$ cat src/rtl/icache_refill_ctrl_if.sv
// Refill controller bus: lookup-miss inputs, fill request/response handshake and
// the tag/data/valid array write port. master = controller, slave = surroundings.
interface icache_refill_ctrl_if #(
    parameter int N_WAY      = 4,
    parameter int TAG_WIDTH  = 20,
    parameter int LINE_WIDTH = 128,
    parameter int IDX_WIDTH  = 6
);
    logic                           miss_i;
    logic [TAG_WIDTH-1:0]           miss_tag_i;
    logic [IDX_WIDTH-1:0]           miss_idx_i;
    logic [N_WAY-1:0]               way_valid_bits_i;
    logic                           flush_i;
    logic                           ifill_req_valid_o;
    logic                           ifill_req_ready_i;
    logic [TAG_WIDTH+IDX_WIDTH-1:0] ifill_req_addr_o;
    logic                           ifill_resp_valid_i;
    logic [LINE_WIDTH-1:0]          ifill_resp_data_i;
    logic                           tag_we_o;
    logic                           data_we_o;
    logic                           valid_we_o;
    logic                           valid_wdata_o;
    logic [N_WAY-1:0]               way_sel_o;
    logic [IDX_WIDTH-1:0]           wr_idx_o;
    logic [TAG_WIDTH-1:0]           wr_tag_o;
    logic [LINE_WIDTH-1:0]          wr_data_o;
    logic                           busy_o;
    logic                           refill_done_o;
    logic                           flush_done_o;

    modport master (
        input  miss_i, miss_tag_i, miss_idx_i, way_valid_bits_i, flush_i,
               ifill_req_ready_i, ifill_resp_valid_i, ifill_resp_data_i,
        output ifill_req_valid_o, ifill_req_addr_o, tag_we_o, data_we_o, valid_we_o,
               valid_wdata_o, way_sel_o, wr_idx_o, wr_tag_o, wr_data_o, busy_o,
               refill_done_o, flush_done_o
    );

    modport slave (
        output miss_i, miss_tag_i, miss_idx_i, way_valid_bits_i, flush_i,
               ifill_req_ready_i, ifill_resp_valid_i, ifill_resp_data_i,
        input  ifill_req_valid_o, ifill_req_addr_o, tag_we_o, data_we_o, valid_we_o,
               valid_wdata_o, way_sel_o, wr_idx_o, wr_tag_o, wr_data_o, busy_o,
               refill_done_o, flush_done_o
    );
endinterface

$ cat src/rtl/icache_refill_ctrl.sv
// Icache writer: refills missing lines from the fill interface into a victim way and
// walks every set clearing valid bits after reset or on flush. All outputs registered.
module icache_refill_ctrl #(
    parameter int N_WAY      = 4,
    parameter int TAG_WIDTH  = 20,
    parameter int LINE_WIDTH = 128,
    parameter int IDX_WIDTH  = 6
) (
    input logic                  clk_i,
    input logic                  rst_i,
    icache_refill_ctrl_if.master bus
);
    localparam int PW = (N_WAY > 1) ? $clog2(N_WAY) : 1;
    localparam logic [IDX_WIDTH-1:0] LAST_SET = '1;

    typedef enum logic [2:0] {IDLE, REQ, WAIT, WRITE, FLUSH} state_e;

    state_e                  state_q, state_d;
    logic [IDX_WIDTH-1:0]    cnt_q, cnt_d;
    logic [PW-1:0]           rr_q, rr_d;
    logic                    pend_q, pend_d;
    logic [TAG_WIDTH-1:0]    tag_q, tag_d;
    logic [IDX_WIDTH-1:0]    idx_q, idx_d;
    logic [N_WAY-1:0]        victim_q, victim_d;

    logic                    req_valid_q, req_valid_d;
    logic                    tag_we_q, tag_we_d;
    logic                    data_we_q, data_we_d;
    logic                    valid_we_q, valid_we_d;
    logic                    valid_wdata_q, valid_wdata_d;
    logic [N_WAY-1:0]        way_sel_q, way_sel_d;
    logic [IDX_WIDTH-1:0]    wr_idx_q, wr_idx_d;
    logic [TAG_WIDTH-1:0]    wr_tag_q, wr_tag_d;
    logic [LINE_WIDTH-1:0]   wr_data_q, wr_data_d;
    logic                    busy_q, busy_d;
    logic                    refill_done_q, refill_done_d;
    logic                    flush_done_q, flush_done_d;

    logic [N_WAY-1:0]        free_oh, rr_oh;
    logic                    set_full, enter_flush;

    // Lowest free way wins: scan from the top so the last hit is the lowest index.
    always_comb begin
        free_oh = '0;
        for (int w = N_WAY - 1; w >= 0; w--) begin
            if (!bus.way_valid_bits_i[w]) begin
                free_oh    = '0;
                free_oh[w] = 1'b1;
            end
        end
        rr_oh        = '0;
        rr_oh[rr_q]  = 1'b1;
        set_full     = &bus.way_valid_bits_i;
    end

    always_comb begin
        state_d       = state_q;
        cnt_d         = cnt_q;
        rr_d          = rr_q;
        pend_d        = pend_q;
        tag_d         = tag_q;
        idx_d         = idx_q;
        victim_d      = victim_q;
        req_valid_d   = 1'b0;
        tag_we_d      = 1'b0;
        data_we_d     = 1'b0;
        valid_we_d    = 1'b0;
        valid_wdata_d = 1'b0;
        way_sel_d     = '0;
        wr_idx_d      = '0;
        wr_tag_d      = '0;
        wr_data_d     = '0;
        refill_done_d = 1'b0;
        flush_done_d  = 1'b0;
        enter_flush   = 1'b0;

        unique case (state_q)
            IDLE: begin
                if (bus.flush_i) begin
                    enter_flush = 1'b1;
                end else if (bus.miss_i) begin
                    tag_d       = bus.miss_tag_i;
                    idx_d       = bus.miss_idx_i;
                    victim_d    = set_full ? rr_oh : free_oh;
                    if (set_full) rr_d = rr_q + PW'(1);
                    req_valid_d = 1'b1;
                    state_d     = REQ;
                end
            end
            REQ: begin
                // Request stays up until accepted, even if a flush arrives meanwhile.
                if (bus.flush_i) pend_d = 1'b1;
                if (bus.ifill_req_ready_i) begin
                    state_d = WAIT;
                end else begin
                    req_valid_d = 1'b1;
                end
            end
            WAIT: begin
                if (bus.flush_i) pend_d = 1'b1;
                if (bus.ifill_resp_valid_i) begin
                    if (pend_q) begin
                        enter_flush = 1'b1;
                    end else begin
                        tag_we_d      = 1'b1;
                        data_we_d     = 1'b1;
                        valid_we_d    = 1'b1;
                        valid_wdata_d = 1'b1;
                        way_sel_d     = victim_q;
                        wr_idx_d      = idx_q;
                        wr_tag_d      = tag_q;
                        wr_data_d     = bus.ifill_resp_data_i;
                        refill_done_d = 1'b1;
                        state_d       = WRITE;
                    end
                end
            end
            WRITE: begin
                if (pend_q) enter_flush = 1'b1;
                else        state_d     = IDLE;
            end
            FLUSH: begin
                // flush_done_q marks the last set already on the outputs.
                if (flush_done_q) begin
                    state_d = IDLE;
                end else begin
                    valid_we_d   = 1'b1;
                    way_sel_d    = '1;
                    wr_idx_d     = cnt_q;
                    flush_done_d = (cnt_q == LAST_SET);
                    cnt_d        = cnt_q + IDX_WIDTH'(1);
                end
            end
            default: state_d = IDLE;
        endcase

        // Entering the walk clears set 0 immediately so it spans exactly 2**IDX_WIDTH cycles.
        if (enter_flush) begin
            state_d       = FLUSH;
            pend_d        = 1'b0;
            tag_we_d      = 1'b0;
            data_we_d     = 1'b0;
            refill_done_d = 1'b0;
            valid_we_d    = 1'b1;
            valid_wdata_d = 1'b0;
            way_sel_d     = '1;
            wr_idx_d      = '0;
            wr_tag_d      = '0;
            wr_data_d     = '0;
            flush_done_d  = (LAST_SET == '0);
            cnt_d         = IDX_WIDTH'(1);
        end

        busy_d = (state_d != IDLE);
    end

    always_ff @(posedge clk_i) begin
        if (rst_i) begin
            state_q       <= FLUSH;
            cnt_q         <= '0;
            rr_q          <= '0;
            pend_q        <= 1'b0;
            tag_q         <= '0;
            idx_q         <= '0;
            victim_q      <= '0;
            req_valid_q   <= 1'b0;
            tag_we_q      <= 1'b0;
            data_we_q     <= 1'b0;
            valid_we_q    <= 1'b0;
            valid_wdata_q <= 1'b0;
            way_sel_q     <= '0;
            wr_idx_q      <= '0;
            wr_tag_q      <= '0;
            wr_data_q     <= '0;
            busy_q        <= 1'b0;
            refill_done_q <= 1'b0;
            flush_done_q  <= 1'b0;
        end else begin
            state_q       <= state_d;
            cnt_q         <= cnt_d;
            rr_q          <= rr_d;
            pend_q        <= pend_d;
            tag_q         <= tag_d;
            idx_q         <= idx_d;
            victim_q      <= victim_d;
            req_valid_q   <= req_valid_d;
            tag_we_q      <= tag_we_d;
            data_we_q     <= data_we_d;
            valid_we_q    <= valid_we_d;
            valid_wdata_q <= valid_wdata_d;
            way_sel_q     <= way_sel_d;
            wr_idx_q      <= wr_idx_d;
            wr_tag_q      <= wr_tag_d;
            wr_data_q     <= wr_data_d;
            busy_q        <= busy_d;
            refill_done_q <= refill_done_d;
            flush_done_q  <= flush_done_d;
        end
    end

    assign bus.ifill_req_valid_o = req_valid_q;
    assign bus.ifill_req_addr_o  = {tag_q, idx_q};
    assign bus.tag_we_o          = tag_we_q;
    assign bus.data_we_o         = data_we_q;
    assign bus.valid_we_o        = valid_we_q;
    assign bus.valid_wdata_o     = valid_wdata_q;
    assign bus.way_sel_o         = way_sel_q;
    assign bus.wr_idx_o          = wr_idx_q;
    assign bus.wr_tag_o          = wr_tag_q;
    assign bus.wr_data_o         = wr_data_q;
    assign bus.busy_o            = busy_q;
    assign bus.refill_done_o     = refill_done_q;
    assign bus.flush_done_o      = flush_done_q;
endmodule

$ cat src/flat_wrapper.sv
// flat-port wrapper written by rule: the top's interface ports become plain ports
module icache_refill_ctrl_flat 
#(
    parameter int N_WAY      = 4,
    parameter int TAG_WIDTH  = 20,
    parameter int LINE_WIDTH = 128,
    parameter int IDX_WIDTH  = 6
)
  (clk_i, rst_i, bus_miss_i, bus_miss_tag_i, bus_miss_idx_i, bus_way_valid_bits_i, bus_flush_i, bus_ifill_req_ready_i, bus_ifill_resp_valid_i, bus_ifill_resp_data_i, bus_ifill_req_valid_o, bus_ifill_req_addr_o, bus_tag_we_o, bus_data_we_o, bus_valid_we_o, bus_valid_wdata_o, bus_way_sel_o, bus_wr_idx_o, bus_wr_tag_o, bus_wr_data_o, bus_busy_o, bus_refill_done_o, bus_flush_done_o);
  icache_refill_ctrl_if #(.N_WAY(N_WAY), .TAG_WIDTH(TAG_WIDTH), .LINE_WIDTH(LINE_WIDTH), .IDX_WIDTH(IDX_WIDTH)) bus_i ();
  input logic clk_i;
  input logic rst_i;
  input wire logic [$bits(bus_i.miss_i)-1:0] bus_miss_i;
  input wire logic [$bits(bus_i.miss_tag_i)-1:0] bus_miss_tag_i;
  input wire logic [$bits(bus_i.miss_idx_i)-1:0] bus_miss_idx_i;
  input wire logic [$bits(bus_i.way_valid_bits_i)-1:0] bus_way_valid_bits_i;
  input wire logic [$bits(bus_i.flush_i)-1:0] bus_flush_i;
  input wire logic [$bits(bus_i.ifill_req_ready_i)-1:0] bus_ifill_req_ready_i;
  input wire logic [$bits(bus_i.ifill_resp_valid_i)-1:0] bus_ifill_resp_valid_i;
  input wire logic [$bits(bus_i.ifill_resp_data_i)-1:0] bus_ifill_resp_data_i;
  output wire logic [$bits(bus_i.ifill_req_valid_o)-1:0] bus_ifill_req_valid_o;
  output wire logic [$bits(bus_i.ifill_req_addr_o)-1:0] bus_ifill_req_addr_o;
  output wire logic [$bits(bus_i.tag_we_o)-1:0] bus_tag_we_o;
  output wire logic [$bits(bus_i.data_we_o)-1:0] bus_data_we_o;
  output wire logic [$bits(bus_i.valid_we_o)-1:0] bus_valid_we_o;
  output wire logic [$bits(bus_i.valid_wdata_o)-1:0] bus_valid_wdata_o;
  output wire logic [$bits(bus_i.way_sel_o)-1:0] bus_way_sel_o;
  output wire logic [$bits(bus_i.wr_idx_o)-1:0] bus_wr_idx_o;
  output wire logic [$bits(bus_i.wr_tag_o)-1:0] bus_wr_tag_o;
  output wire logic [$bits(bus_i.wr_data_o)-1:0] bus_wr_data_o;
  output wire logic [$bits(bus_i.busy_o)-1:0] bus_busy_o;
  output wire logic [$bits(bus_i.refill_done_o)-1:0] bus_refill_done_o;
  output wire logic [$bits(bus_i.flush_done_o)-1:0] bus_flush_done_o;
  assign bus_i.miss_i = bus_miss_i;
  assign bus_i.miss_tag_i = bus_miss_tag_i;
  assign bus_i.miss_idx_i = bus_miss_idx_i;
  assign bus_i.way_valid_bits_i = bus_way_valid_bits_i;
  assign bus_i.flush_i = bus_flush_i;
  assign bus_i.ifill_req_ready_i = bus_ifill_req_ready_i;
  assign bus_i.ifill_resp_valid_i = bus_ifill_resp_valid_i;
  assign bus_i.ifill_resp_data_i = bus_ifill_resp_data_i;
  assign bus_ifill_req_valid_o = bus_i.ifill_req_valid_o;
  assign bus_ifill_req_addr_o = bus_i.ifill_req_addr_o;
  assign bus_tag_we_o = bus_i.tag_we_o;
  assign bus_data_we_o = bus_i.data_we_o;
  assign bus_valid_we_o = bus_i.valid_we_o;
  assign bus_valid_wdata_o = bus_i.valid_wdata_o;
  assign bus_way_sel_o = bus_i.way_sel_o;
  assign bus_wr_idx_o = bus_i.wr_idx_o;
  assign bus_wr_tag_o = bus_i.wr_tag_o;
  assign bus_wr_data_o = bus_i.wr_data_o;
  assign bus_busy_o = bus_i.busy_o;
  assign bus_refill_done_o = bus_i.refill_done_o;
  assign bus_flush_done_o = bus_i.flush_done_o;
  icache_refill_ctrl #(.N_WAY(N_WAY), .TAG_WIDTH(TAG_WIDTH), .LINE_WIDTH(LINE_WIDTH), .IDX_WIDTH(IDX_WIDTH)) u_core (.clk_i(clk_i), .rst_i(rst_i), .bus(bus_i));
endmodule
$ cat config.mk
export PLATFORM = sky130hd
export DESIGN_NAME = icache_refill_ctrl_flat
export DESIGN_NICKNAME = d
export VERILOG_FILES = /design/src/rtl/icache_refill_ctrl_if.sv /design/src/rtl/icache_refill_ctrl.sv /design/src/flat_wrapper.sv
export SDC_FILE = /design/constraint.sdc
export NUM_CORES = 1
export LEC_CHECK = 0
export ABC_AREA = 1
export ABC_CLOCK_PERIOD_IN_PS = 1800
export BUFFER_PORTS_ARGS = -buffer_cell sky130_fd_sc_hd__buf_4
export CORE_AREA = 2 2 137 139
export DETAILED_ROUTE_END_ITERATION = 16
export DIE_AREA = 0 0 139 141
export GPL_TIMING_DRIVEN = 0
export PLACE_DENSITY = 0.8
export SLEW_MARGIN = 20
export SYNTH_ARGS = -nofsm -noshare
export SYNTH_HDL_FRONTEND = slang
export SYNTH_SLANG_ARGS = --single-unit
$ cat constraint.sdc
create_clock -name clk_i -period 1.8 [get_ports clk_i]
set_input_delay 0.27 -clock clk_i [delete_from_list [all_inputs] [get_ports clk_i]]
set_output_delay 0.27 -clock clk_i [all_outputs]
set_load 0.1 [all_outputs]
# == Word level (Yosys, flattened, before mapping) ==
# Index checks and enable logic that the tools add are counted.
# W data, S select, Z words.
# classes
addsub,2
magnitude_cmp,2
n_eq_ne,6
n_mux,41
n_bitwise,5
n_reduce_logical,15
# op_table
operator,n
$mux W4,9
$mux W3,8
$mux W6,3
$pmux W3 S5,1
$mux W1,14
$pmux W6 S2,1
$pmux W4 S2,1
$reduce_and A7 Y1,1
$add A6 B1 Y6 const B,1
$eq A3 B2 Y1 const B,2
$eq A6 B6 Y1 const B,1
$reduce_and A2 Y1,3
$not A1 Y1,5
$reduce_or A5 Y1,1
$pmux W1 S2,2
$reduce_and A4 Y1,1
$reduce_or A2 Y1,2
$reduce_or A4 Y1,1
$eq A3 B1 Y1 const B,1
$eq A3 B3 Y1 const B,1
$logic_not A3 Y1,1
$lt A2 B3 Y1 const B,1
$pmux W1 S3,1
$reduce_and A3 Y1,1
other kinds (8),8
# totals
register_bits,205
inputBits,164
output_inout_bits,192
elab_cells,88

# == Depth between registers and ports, before layout ==
# Gate-level depths: netlist (run 1).
# logic_depth
word_depth,5
depth_mapped,9
ltp_nobuf,8

# == Least setup slack after synthesis (run 1) ==
# OpenSTA, ideal clock, no wires.
# synth_timing
path_kind,register to register
from,register u_core.flush_done_q (netlist: u_core.bus.flush_done_o)
to,register u_core.wr_idx_q[4] (netlist: u_core.bus.wr_idx_o[4])
setup_ns,0.119
arrival_ns,1.568
slack_ns,0.112
stages_incl_launch_ff,5
n_path_buf,1
path_cell_list,dfxtp_1 > nor2_2 > buf_2 > a22oi_1 > nor2_1
# synth_via
elab_chain_cells,2
# synth_rtl
element,line,text
from (decl),icache_refill_ctrl.sv:37,"logic flush_done_q, flush_done_d;"
from (signal assigned),icache_refill_ctrl.sv:197,flush_done_q <= flush_done_d;
$mux W6,icache_refill_ctrl.sv:124,if (flush_done_q) begin
$pmux W6 S2,icache_refill_ctrl.sv:77,unique case (state_q)
to (signal assigned),icache_refill_ctrl.sv:192,wr_idx_q <= wr_idx_d;
to (decl),icache_refill_ctrl.sv:32,"logic [IDX_WIDTH-1:0] wr_idx_q, wr_idx_d;"
# No other way between the ends.
# A chain may end at the register's enable or synchronous reset.

# == Worst setup path after layout (run 1) ==
# layout_timing
from,register u_core.state_q[2]
to,register u_core.wr_data_q[40] (netlist: u_core.bus.wr_data_o[40])
# layout_via
elab_chain_cells,3
word_cells_on_any_way,6
cone_classes,eq/ne: 2; mux: 1; bitwise: 1; reduce/logical: 2
# layout_rtl
element,line,text
from (decl),icache_refill_ctrl.sv:18,"state_e state_q, state_d;"
from (signal assigned),icache_refill_ctrl.sv:179,state_q <= state_d;
$eq A3 B2 Y1 or $logic_not A3 Y1 (tied branches),icache_refill_ctrl.sv:77,
$pmux W1 S3 or $not A1 Y1 (tied branches),n/a,
$reduce_or A5 Y1 (no line) *,n/a,
to (signal assigned),icache_refill_ctrl.sv:194,wr_data_q <= wr_data_d;
to (decl),icache_refill_ctrl.sv:34,"logic [LINE_WIDTH-1:0] wr_data_q, wr_data_d;"
# Every way passes the cells marked *; elsewhere a longest branch is shown, timed or not.

==> summary by stage, run 1 <==
Outcome
The run finished with clean final reports.

CTS
The clock latency at the later pin of the worst-skew pair is just under 0.5 ns. CTS built an H-tree with a depth of 1. The cell sitting at the root of the clock tree is a sky130_fd_sc_hd__clkbuf_16. TritonCTS built the clock tree.

The number of buffers created by CTS is 22. After clock tree synthesis, the clock-pin slew on the worst setup and hold paths is approximately 0.06 ns. The clock drives 205 sinks.

Buffers added to address setup during post-CTS repair amount to 0. The worst-case clock buffer depth is 3.

STA
The number of pins with negative max-slew slack in the final report is 0. After layout, the worst path uses between 90% and 100% of the clock period. At the pin with the least slew margin, the transition time is 0.467 ns. The tightest slew margin relative to the limit is a little under 70%. Setup violations remaining at the end of the flow were counted as 0. The final total negative setup slack is 0 ns.

Static timing analysis puts the maximum clock frequency at between 500 and 600 MHz. The final hold violation count came to 0. The worst setup skew after layout is 0.00676 ns. The final-layout worst hold slack is about 0.016 ns.

The minimum clock period is between 1.5 and 2 ns. The final worst-path setup slack is about 0.11 ns.

Placed design
The half-perimeter wire length after placement is ~15000 µm. Counting tap cells, the placed design contains a total of roughly 1300 instances. The placer's final routability congestion estimate is between 0.8 and 0.9. The count of input and output buffers is between 300 and 400. The worst setup timing slack at the placement stage is 0.0527 ns.

Power and ir drop
The completed layout was analyzed and its total power is 9.54 mW. The worst ir drop on vdd is between 600 and 700 µV. The ratio of total power to cell area is 846 mW/mm². The static leakage is between 5 and 6 nW.

Synthesis
The number of nets handed over by synthesis was ~910. The dominant combinational cell family by area after synthesis is simple AND/OR/NAND/NOR gates. The synthesized netlist occupies a cell area of 0.00675 mm². Summed over its instances, the top area cell type makes up 60.8% of the synthesized netlist area. The number of flip-flops and latches in the synthesized netlist is a little over 200.

The share of the Yosys chip area taken by registers is approximately three fifths. The mux contribution to synthesized area is 0%. Dividing the synthesized area by the synthesized cell count gives 9.06 µm². In the post-synthesis netlist, the biggest area contributors are sky130_fd_sc_hd__dfxtp_1 (61%), sky130_fd_sc_hd__inv_1 (9.4%), sky130_fd_sc_hd__nor2_2 (8.8%), sky130_fd_sc_hd__nor2_1 (5.1%), sky130_fd_sc_hd__a21oi_1 (3.2%). The synthesized netlist devotes between 6 and 7% of its cell area to compound gates. The warning count from the yosys run is 0.

The synthesized-area fraction occupied by xor and xnor cells is less than 1%. In this run, distinct cell masters in the synthesized netlist total 23. The fraction of the mapped netlist area in adder cells is less than 1%.

The cell taking the most area after synthesis is sky130_fd_sc_hd__dfxtp_1. The post-synthesis instance total is 745. The share of synthesized cell area in and, or, nand and nor gates is slightly below 20%.

Setup path
Along the worst path, the maximum fanout reaches 10. The kind of start point of the critical path is a register. The critical path goes through inv_2 > nand3_2 > nor2_2 > nor3_4 > nand2_2 > buf_6 > buf_6 > nor2_2. The number of buffer and inverter stages on the critical path is 3. The worst setup path is captured at a register. The arrival time of data at the critical path endpoint is 2.11 ns. The slowest stage of the critical path belongs to the cell sky130_fd_sc_hd__dfxtp_1. The cell family contributing the most delay on the critical path is simple AND/OR/NAND/NOR gates. In this run the number of cells on the critical path is 8. The number of cells on the worst reg-to-reg path is 8. At the worst endpoint, the required time is about 2.2 ns. The worst setup path is of the reg -> reg kind. On the worst path, the slowest cell contributes a delay of between 0.3 and 0.4 ns.

Routing
The residual antenna-violating net count after detailed routing is 0. The count of routing violations after the opening detailed-route iteration is 242. The iteration count of the initial detailed-routing pass is 7. The post-detailed-route via-to-cell ratio is around 4.3. For this run, design rule violations remaining after detail routing come to 0. After detailed routing, the average wire length per cell comes to roughly 15 µm. After detailed routing, the total wire length is 22200 µm. The total via count after detailed routing is approximately 6300.

Final layout
The number of nets in the final layout is 1380. The final non-filler cell total is ~1500. The most common cell after layout, fill and taps aside is sky130_fd_sc_hd__buf_4. The share of post-route cells with drive strength above 1 is 42.2%. Leaving out fill and tap cells, the most frequent cells in the layout are sky130_fd_sc_hd__buf_4 (358), sky130_fd_sc_hd__dfxtp_1 (205), sky130_fd_sc_hd__inv_1 (169), sky130_fd_sc_hd__nor2_2 (93), sky130_fd_sc_hd__nor2_1 (91). Counting the fill cells in the layout gives 1430. The area overhead of the layout relative to synthesis is 67.0%.

GRT
Entering global routing, the biggest net connects 14 pins. The overall routing resource usage is between 20% and 30%. After global routing the overflow that remains totals 0. The number of antenna violations at the first check in global routing is 1. The via count of the first global-routing pass was roughly 6500. The first global-routing pass estimated between 30000 and 40000 µm of wire.

Run
The number of violations of the max-capacitance limit is 0.

Floorplan
The floorplan step defined a die boundary enclosing roughly 0.02 mm². The die outline width is between 100 and 150 µm. The I/O pin count is around 360.

In this run the standard cell core region covers approximately 0.018 mm². The vertical die dimension is around 140 µm. In this run the core area contains 50 standard-cell rows.

The effective utilization at floorplan is roughly 37%.

Min path
The number of cells on the worst hold path is 3. The path class of the tightest hold or removal check is in -> reg.
==> per-stage QoR <==
step	utilization (%)	cell area [µm²]
after floorplan	-	6750
after global placement	53.2	9710
after detailed placement	53.2	9710
after CTS	61.7	11300
after global routing	61.7	11300
final	61.7	11300
==> worst register-to-register path, cell delays in order, from the launching register on <==
cell and delay, ns:
sky130_fd_sc_hd__dfxtp_1 0.37, sky130_fd_sc_hd__inv_2 0.08, sky130_fd_sc_hd__nand3_2 0.15, sky130_fd_sc_hd__nor2_2 0.08
sky130_fd_sc_hd__nor3_4 0.25, sky130_fd_sc_hd__nand2_2 0.18, sky130_fd_sc_hd__buf_6 0.21, sky130_fd_sc_hd__buf_6 0.17
sky130_fd_sc_hd__nor2_2 0.12
==> worst paths after layout <==
| kind | start | to | slack [ns] |
|---|---|---|---|
| hold reg to reg | u_core.tag_q[5]$_SDFFE_PP0P_ | u_core.bus.wr_tag_o[5]$_SDFF_PP0_ | 0.46 |
| setup reg to reg | u_core.state_q[2]$_SDFF_PP1_ | u_core.bus.wr_data_o[40]$_SDFF_PP0_ | 0.11 |
| hold / removal | bus_ifill_resp_data_i[5] | u_core.bus.wr_data_o[5]$_SDFF_PP0_ | 0.02 |
| setup / recovery | u_core.state_q[2]$_SDFF_PP1_ | u_core.bus.wr_data_o[40]$_SDFF_PP0_ | 0.11 |
==> state kept, by name, indices dropped and copies added, names as in the netlist <==
name / count
u_core.tag_q: 20
u_core.bus.busy_o: 1
u_core.state_q: 3
u_core.bus.way_sel_o: 4
u_core.victim_q: 4
u_core.idx_q: 6
u_core.bus.tag_we_o: 1
u_core.cnt_q: 6
u_core.bus.flush_done_o: 1
u_core.bus.wr_data_o: 128
u_core.bus.valid_we_o: 1
u_core.bus.ifill_req_valid_o: 1
u_core.pend_q: 1
u_core.bus.wr_tag_o: 20
u_core.rr_q: 2
u_core.bus.wr_idx_o: 6
==> metal layers <==
layer	global-route usage (%)	wire (µm)
met5	0	0
met3	4.55	1400
met2	39.4	11500
met4	10.7	1110
met1	23.2	8170
==> Yosys cell counts <==
cell / instances
sky130_fd_sc_hd__a21oi_1: 43
sky130_fd_sc_hd__a22oi_1: 5
sky130_fd_sc_hd__a31oi_1: 1
sky130_fd_sc_hd__buf_2: 5
sky130_fd_sc_hd__buf_4: 3
sky130_fd_sc_hd__buf_6: 12
sky130_fd_sc_hd__clkbuf_1: 11
sky130_fd_sc_hd__dfxtp_1: 205
sky130_fd_sc_hd__ha_1: 5
sky130_fd_sc_hd__inv_1: 169
sky130_fd_sc_hd__inv_2: 1
sky130_fd_sc_hd__nand2_1: 46
sky130_fd_sc_hd__nand2_2: 1
sky130_fd_sc_hd__nand3_1: 6
sky130_fd_sc_hd__nand3_2: 1
sky130_fd_sc_hd__nand3b_1: 1
sky130_fd_sc_hd__nand4_1: 1
sky130_fd_sc_hd__nor2_1: 91
sky130_fd_sc_hd__nor2_2: 95
sky130_fd_sc_hd__nor2_4: 10
sky130_fd_sc_hd__nor3_4: 1
sky130_fd_sc_hd__o21ai_0: 30
sky130_fd_sc_hd__xor2_1: 2
==> layout make-up <==
type / instances / area, µm² / area share [%]
Clock inverter: 3 / 21.3 / 0.189
Sequential cell: 205 / 4100 / 36.4
Inverter: 170 / 638 / 5.66
Timing Repair Buffer: 442 / 3540 / 31.3
Multi-Input combinational cell: 339 / 1800 / 15.9
Buffer: 31 / 228 / 2.02
Antenna cell: 1 / 2.50 / 0.0222
Clock buffer: 35 / 661 / 5.86
Tap cell: 234 / 293 / 2.60
==> logic make-up after synthesis <==
kind of cell | after synthesis
flops | 205
simple gates | 253
fa+ha+maj | 5
xor+xnor | 2
buf+inv | 201
compound gates | 79
==> report_power, final <==
part	total (mW)	internal [mW]	switching [mW]
clock	4.27	2.51	1.76
sequential	4.56	4.55	0.0120
combinational	0.705	0.404	0.301
==> repair_timing <==
item / 4_1_cts / 5_1_grt
endpoints found under the setup margin: 0 / 67
hold buffers: 87 / 0
hold endpoints to repair: 87 / 0
resized for setup: 0 / 9
Power figures use the tool's default switching activity.
==> run 2, diff against run 1 <==
Settings changed: GPL_ROUTABILITY_DRIVEN set to 0, PLACE_DENSITY 0.8 to 0.71.
==> summary by stage, run 2 (synthesis results as in run 1) <==
Min path
The worst-case hold path end point was u_core.bus.wr_data_o[114]$_SDFF_PP0_ (was u_core.bus.wr_data_o[5]$_SDFF_PP0_). The number of cells on the worst hold path was 3 (unchanged). The class of the tightest hold or removal check was in -> reg (unchanged).

The source of the worst hold timing path is bus_ifill_resp_data_i[114] (was bus_ifill_resp_data_i[5]).

GRT
The overall routing resource usage is 21.8% (was 21.4%). The residual overflow from global routing is 0 (unchanged). The global routing's busiest layer is met2 (unchanged). The via count of the first global-routing pass is 6558 (was 6453).

The global routing met2 resource utilization came to 39.8% (was 39.4%). The number of antenna violations at the first check in global routing is 0 (was 1). The maximum number of pins on one net before global-route repair is 13 (was 14).

The met3 track demand over resource in global routing is 5.16% (was 4.55%). The met1 demand-to-capacity share in global routing was 24.6% (was 23.2%). The global-route wire length before repair is 34300 µm (was 33600 µm).

Placed design
The worst setup timing slack at the placement stage is 0.0696 ns (was 0.0527 ns). The count of input and output buffers came to 355 (unchanged). The half-perimeter wire length after placement was 15100 µm (about the same). The number of placed instances with taps included is 1334 (unchanged).

STA
The final-layout worst hold slack came to 0.00431 ns (was 0.0159 ns). The worst setup skew after layout is 0.00934 ns (was 0.00676 ns). The number of pins with negative max-slew slack in the final report came to 0 (unchanged). The slew of the pin with the lowest slew margin is 0.464 ns (was 0.467 ns). The final number of setup-violating endpoints came to 0 (unchanged). The minimum clock period is 1.65 ns (was 1.69 ns). The final worst-path setup slack is 0.150 ns (was 0.114 ns).

The maximum frequency from static timing analysis is 606 MHz (was 593 MHz). The final hold violation count is 0 (unchanged). The final total negative setup slack was 0 ns (unchanged).

The tightest slew margin relative to the limit is 69.1% (was 68.9%). The fraction of the cycle the final worst path needs is 91.6% (was 93.7%). Setup repair after global routing could not meet its margin everywhere.

Final layout
The flip-flop count of the largest register, all copies and words added is 128 (unchanged). The number of filler instances in the final layout is 1407 (was 1430). The antenna diode count is 0 (was 1). The number of nets in the final layout is 1415 (was 1380). The share of post-route cells with drive strength above 1 is 41.3% (was 42.2%).

The most common cell after layout, fill and taps aside was sky130_fd_sc_hd__buf_4 (unchanged). The area overhead of the layout relative to synthesis was 73.6% (was 67.0%). The final non-filler cell total is 1494 (was 1460). Top library cells by usage in the layout, fill and taps aside: sky130_fd_sc_hd__buf_4 (358), sky130_fd_sc_hd__dfxtp_1 (205), sky130_fd_sc_hd__inv_1 (169), sky130_fd_sc_hd__dlygate4sd3_1 (121), sky130_fd_sc_hd__nor2_2 (93) (was sky130_fd_sc_hd__buf_4 (358), sky130_fd_sc_hd__dfxtp_1 (205), sky130_fd_sc_hd__inv_1 (169), sky130_fd_sc_hd__nor2_2 (93), sky130_fd_sc_hd__nor2_1 (91)).

Power and ir drop
The proportion of power drawn by flip-flops and latches is 44.9% (was 47.9%). The ratio of total power to cell area is 867 mW/mm² (was 846 mW/mm²). The worst ir drop on vdd was 830 µV (was 669 µV). The net load switching power was 2.12 mW (was 2.07 mW). The combinational share of power came to 7.5% (was 7.4%). The total chip power is 10.2 mW (was 9.54 mW). The clock network fraction of total power is 47.6% (was 44.8%). The switching part of the total power came to 20.8% (was 21.7%). The internal power of the cells came to 8.05 mW (was 7.47 mW).

The static leakage is 5.93 nW (was 5.74 nW).

CTS
The number of levels the H-tree was split into is 1 (unchanged). The clock latency at the later pin of the worst-skew pair came to 0.50 ns (was 0.49 ns). The worst-case clock buffer depth is 3 (unchanged). The clock net sink count was 205 (unchanged). The clock input transition at the sequential cells of the worst setup and hold paths is 0.06 ns (about the same). The number of buffers created by CTS was 23 (was 22). The root cell of the clock tree is sky130_fd_sc_hd__clkbuf_16 (unchanged).

The TritonCTS clock tree is built (unchanged).

Setup path
The flop-to-flop setup slack came to 0.15 ns (was 0.11 ns). The destination of the worst register-to-register timing path is u_core.bus.wr_data_o[56]$_SDFF_PP0_ (was u_core.bus.wr_data_o[40]$_SDFF_PP0_). The critical path endpoint category is a register (unchanged). The arrival time of data at the critical path endpoint is 2.03 ns (was 2.11 ns). The maximum fanout along the worst path is 10 (unchanged). The required time of the critical path was 2.18 ns (was 2.22 ns). The kind of start point of the critical path is a register (unchanged). The number of cells on the worst reg-to-reg path came to 8 (unchanged). The startpoint of the worst register-to-register path is u_core.state_q[2]$_SDFF_PP1_ (unchanged). The class of the most critical setup path is reg -> reg (unchanged).

Outcome
Outcome: finished, final reports clean (unchanged).

Routing
The routed wire length per instance is 15.1 µm (was 15.2 µm). The count of routing violations after the opening detailed-route iteration is 119 (was 242). The DRC violation count after routing is 0 (unchanged).

The residual antenna-violating net count after detailed routing was 0 (unchanged). The post-detailed-routing wire length was 22500 µm (was 22200 µm). The iteration count of the initial detailed-routing pass is 4 (was 7).

The post-detailed-route via-to-cell ratio is 4.31 (was 4.35). The total via count after detailed routing was 6446 (was 6349).

Floorplan
The I/O pin count is 356 (unchanged). The vertical die dimension is 141 µm (unchanged). The effective utilization at floorplan is 37.0% (unchanged). The standard cell core area is 0.0183 mm² (unchanged).

The area of the die is 0.0196 mm² (unchanged). The die outline width is 139 µm (unchanged). The count of standard-cell rows is 50 (unchanged).

Run
The number of violations of the max-capacitance limit is 0 (unchanged).
[run 2: cell count changes in the layout (fill, tap and decap cells not counted), sizes merged]
cell and delta:
bufinv +3, diode -1, clkbuf -4, dlygate4sd3 +34, buf +2
[run 2: how the worst max path moves through the flow]
stage | startpoint | end | slack [ns] | cells after the start
floorplan | u_core.bus.flush_done_o$_SDFF_PP0_ | u_core.bus.wr_idx_o[4]$_SDFF_PP0_ | 0.11 | 4
global placement | u_core.state_q[1]$_SDFF_PP0_ | u_core.tag_q[14]$_SDFFE_PP0P_ | 0.08 | 7
detailed placement | u_core.state_q[1]$_SDFF_PP0_ | u_core.tag_q[14]$_SDFFE_PP0P_ | 0.07 | 7
CTS | u_core.state_q[1]$_SDFF_PP0_ | u_core.tag_q[14]$_SDFFE_PP0P_ | 0.01 | 7
global route | u_core.state_q[2]$_SDFF_PP1_ | u_core.bus.wr_data_o[106]$_SDFF_PP0_ | -0.02 | 7
finish | u_core.state_q[2]$_SDFF_PP1_ | u_core.bus.wr_data_o[56]$_SDFF_PP0_ | 0.15 | 8
[run 2: critical path: stages (launching register included)]
cell and delay [ns]:
sky130_fd_sc_hd__dfxtp_1 0.33, sky130_fd_sc_hd__inv_2 0.09, sky130_fd_sc_hd__nand3_2 0.16, sky130_fd_sc_hd__nor2_2 0.21, sky130_fd_sc_hd__nor3_4 0.08, sky130_fd_sc_hd__nand2_2 0.14, sky130_fd_sc_hd__buf_6 0.22, sky130_fd_sc_hd__buf_6 0.26
sky130_fd_sc_hd__nor2_4 0.04
[run 2: cell type report]
type / instances / area [µm²] / area share, %
Sequential cell: 205 / 4100 / 35.0
Inverter: 170 / 638 / 5.44
Tap cell: 234 / 293 / 2.50
Multi-Input combinational cell: 339 / 1800 / 15.3
Clock buffer: 33 / 683 / 5.83
Timing Repair Buffer: 476 / 3880 / 33.1
Clock inverter: 6 / 109 / 0.928
Buffer: 31 / 225 / 1.92
[run 2: repair_timing]
action | 4_1_cts | 5_1_grt
endpoints found under the hold margin | 121 | 0
endpoints found under the setup margin | 0 | 46
buffers inserted | 0 | 0
hold buffers | 121 | 0
gates resized for setup | 0 | 8
[run 2: per-stage QoR]
step | area, µm² | util [%]
final | 11700 | 64.2
after global routing | 11700 | 64.2
after CTS | 11700 | 64.1
after detailed placement | 9710 | 53.2
after global placement | 9710 | 53.2
after floorplan | 6750 | -
[run 2: power groups by stage]
stage | clock network (mW) | logic, mW | registers (mW)
finish | 4.84 | 0.762 | 4.57
global route | 5.13 | 0.814 | 4.57
CTS | 4.92 | 0.745 | 4.57
detailed placement | 0 | 0.519 | 4.67
global placement | 0 | 0.512 | 4.67
floorplan | 0 | 0.128 | 4.74
[run 2: per-layer routing]
layer  share of wire, %  wire length [µm]
met1                 38              8640
met2                 52             11700
met3                6.3              1430
met4                3.5               781
met5                  0                 0
==> run 3, diff against run 2 <==
Settings changed: REMOVE_ABC_BUFFERS set to 1.
==> summary by stage, run 3 (synthesis results as in run 1) <==
Outcome
Outcome: finished, final reports clean (unchanged).

CTS
The number of buffers created by CTS came to 23 (unchanged). The clock latency at the later pin of the worst-skew pair is 0.50 ns (about the same). The TritonCTS clock tree is built (unchanged). The root cell of the clock tree is sky130_fd_sc_hd__clkbuf_16 (unchanged).

The clock input transition at the sequential cells of the worst setup and hold paths is 0.06 ns (about the same). The worst-case clock buffer depth was 3 (unchanged). The number of levels the H-tree was split into is 1 (unchanged). The clock net sink count came to 205 (unchanged).

Final layout
The most common cell after layout, fill and taps aside is sky130_fd_sc_hd__buf_4 (unchanged). The antenna diode count is 0 (unchanged). The design area was 0.0115 mm² (was 0.0117 mm²). The share of post-route cells with drive strength above 1 is 41.7% (was 41.3%). The flip-flop count of the largest register, all copies and words added was 128 (unchanged).

Top library cells by usage in the layout, fill and taps aside: sky130_fd_sc_hd__buf_4 (363), sky130_fd_sc_hd__dfxtp_1 (204), sky130_fd_sc_hd__inv_1 (168), sky130_fd_sc_hd__dlygate4sd3_1 (112), sky130_fd_sc_hd__nor2_2 (92) (was sky130_fd_sc_hd__buf_4 (358), sky130_fd_sc_hd__dfxtp_1 (205), sky130_fd_sc_hd__inv_1 (169), sky130_fd_sc_hd__dlygate4sd3_1 (121), sky130_fd_sc_hd__nor2_2 (93)). The number of nets in the final layout is 1388 (was 1415). The area overhead of the layout relative to synthesis is 70.7% (was 73.6%). The final non-filler cell total is 1467 (was 1494).

STA
The number of pins with negative max-slew slack in the final report was 0 (unchanged). The tightest slew margin relative to the limit is 35.6% (was 69.1%). The final number of setup-violating endpoints is 0 (unchanged). The final hold violation count is 0 (unchanged). The maximum frequency from static timing analysis is 588 MHz (was 606 MHz). The worst setup skew after layout came to 0.0200 ns (was 0.00934 ns). Unrepaired setup endpoints after global routing: false (was true). The fraction of the cycle the final worst path needs is 94.5% (was 91.6%). The slew of the pin with the lowest slew margin is 0.965 ns (was 0.464 ns). The minimum clock period is 1.70 ns (was 1.65 ns).

GRT
The residual overflow from global routing is 0 (unchanged). The overall routing resource usage is 21.8% (about the same). The number of antenna violations at the first check in global routing is 0 (unchanged). The via count of the first global-routing pass is 6441 (was 6558). The global-route wire length before repair was 33800 µm (was 34300 µm). The maximum number of pins on one net before global-route repair came to 49 (was 13).

Placed design
The number of placed instances with taps included came to 1304 (was 1334). The count of input and output buffers is 355 (unchanged). The half-perimeter wire length after placement is 13800 µm (was 15100 µm). The post-placement cell area is 0.00953 mm² (was 0.00971 mm²).

Floorplan
The I/O pin count is 356 (unchanged). The standard cell core area is 0.0183 mm² (unchanged). The die outline width was 139 µm (unchanged). The count of standard-cell rows is 50 (unchanged). The area of the die is 0.0196 mm² (unchanged). The vertical die dimension was 141 µm (unchanged).

The effective utilization at floorplan was 37.0% (unchanged).

Min path
The class of the tightest hold or removal check was in -> reg (unchanged). The source of the worst hold timing path is bus_ifill_resp_data_i[96] (was bus_ifill_resp_data_i[114]).

Setup path
The maximum fanout along the worst path came to 17 (was 10). The required time of the critical path is 2.23 ns (was 2.18 ns). The arrival time of data at the critical path endpoint is 2.13 ns (was 2.03 ns). The worst setup path startpoint was u_core.pend_q$_SDFFE_PP0P_ (was u_core.state_q[2]$_SDFF_PP1_).

The kind of start point of the critical path was a register (unchanged). The critical path endpoint category is a register (unchanged). The class of the most critical setup path is reg -> reg (unchanged). The startpoint of the worst register-to-register path is u_core.pend_q$_SDFFE_PP0P_ (was u_core.state_q[2]$_SDFF_PP1_). The flop-to-flop setup slack is 0.1 ns (was 0.15 ns).

Routing
The post-detailed-routing wire length is 23100 µm (was 22500 µm). The iteration count of the initial detailed-routing pass is 4 (unchanged). The residual antenna-violating net count after detailed routing is 0 (unchanged).

The routed wire length per instance was 15.7 µm (was 15.1 µm). The total via count after detailed routing is 6309 (was 6446). The DRC violation count after routing is 0 (unchanged). The post-detailed-route via-to-cell ratio is 4.30 (was 4.31).

The count of routing violations after the opening detailed-route iteration is 169 (was 119).

Power and ir drop
The static leakage is 5.82 nW (was 5.93 nW). The total chip power is 9.78 mW (was 10.2 mW). The ratio of total power to cell area is 849 mW/mm² (was 867 mW/mm²). The worst ir drop on vdd is 645 µV (was 830 µV).

Run
The number of violations of the max-capacitance limit is 0 (unchanged).
## run 3: cell count changes in the layout (fill, tap and decap cells not counted), sizes merged
cell	previous run	this run
clkinv	2	4
nand2	47	50
clkbuf	42	32
buf	377	365
dlygate4sd3	121	112
clkinvlp	0	1
bufinv	3	1
## run 3: area by class of cell
cell class / count / area (µm²)
well taps: 234 / 293
multi-input cells: 342 / 1870
clock inverters: 7 / 70.1
repair buffers: 477 / 3900
fillers: 1440 / 6740
clock buffers: 32 / 649
flip-flops and latches: 205 / 4110
inverters: 170 / 641
## run 3: worst max-delay path: stages, from the launching register on
cell and delay [ns]:
sky130_fd_sc_hd__dfxtp_1 0.35, sky130_fd_sc_hd__nand2_1 0.07, sky130_fd_sc_hd__inv_1 0.04, sky130_fd_sc_hd__nand2_1 0.07, sky130_fd_sc_hd__nand2_1 0.12, sky130_fd_sc_hd__nor3_4 0.34
sky130_fd_sc_hd__buf_4 0.28, sky130_fd_sc_hd__nand2_8 0.19, sky130_fd_sc_hd__nor2_1 0.16
## run 3: path summary, 6_finish.rpt
kind	endpoint	cells past startpoint
worst min-delay path	u_core.bus.wr_data_o[96]$_SDFF_PP0_	3
worst max register to register	u_core.bus.wr_data_o[88]$_SDFF_PP0_	8
worst min register to register	u_core.bus.wr_tag_o[9]$_SDFF_PP0_	2
worst max-delay path	u_core.bus.wr_data_o[88]$_SDFF_PP0_	8
## run 3: report_power, final
part	switching, mW	internal [mW]	leakage, nW	total [mW]
Sequential	0.0110	4.55	1.65	4.56
Combinational	0.312	0.440	3.81	0.753
Clock	1.81	2.66	0.353	4.47
Total	2.13	7.65	5.82	9.78
## run 3: per-layer routing
metal / GRT usage (%) / routed length [µm] / vias up
li1: - / - / 3112
met1: 24.0 / 8870 / 2885
met2: 40.1 / 11600 / 259
met3: 5.91 / 1790 / 53
met4: 8.13 / 795 / 0
met5: 0 / 0 / -
## run 3: repair_timing
item | 4_1_cts | 5_1_grt
setup endpoints to repair | 178 | 92
hold endpoints to repair | 112 | 0
hold buffers | 112 | 0
gates cloned | 2 | 2
pin swaps | 4 | 3
gates resized for setup | 7 | 2
setup buffers | 3 | 5
## run 3: per-stage QoR
stage / hold slack, ns / utilization [%] / setup TNS (ns) / setup WS (ns)
2_1_floorplan: 0.339 / - / -207.07 / -1.50
3_3_place_gp: 0.451 / 51.9 / -357.27 / -2.44
3_5_place_dp: 0.453 / 52.2 / -43.44 / -0.467
4_1_cts: 0.000120 / 62.7 / 0 / 0.0134
5_1_grt: 0.0000352 / 63.1 / 0 / 0.00185
6_report: 0.0111 / 63.1 / 0 / 0.0994
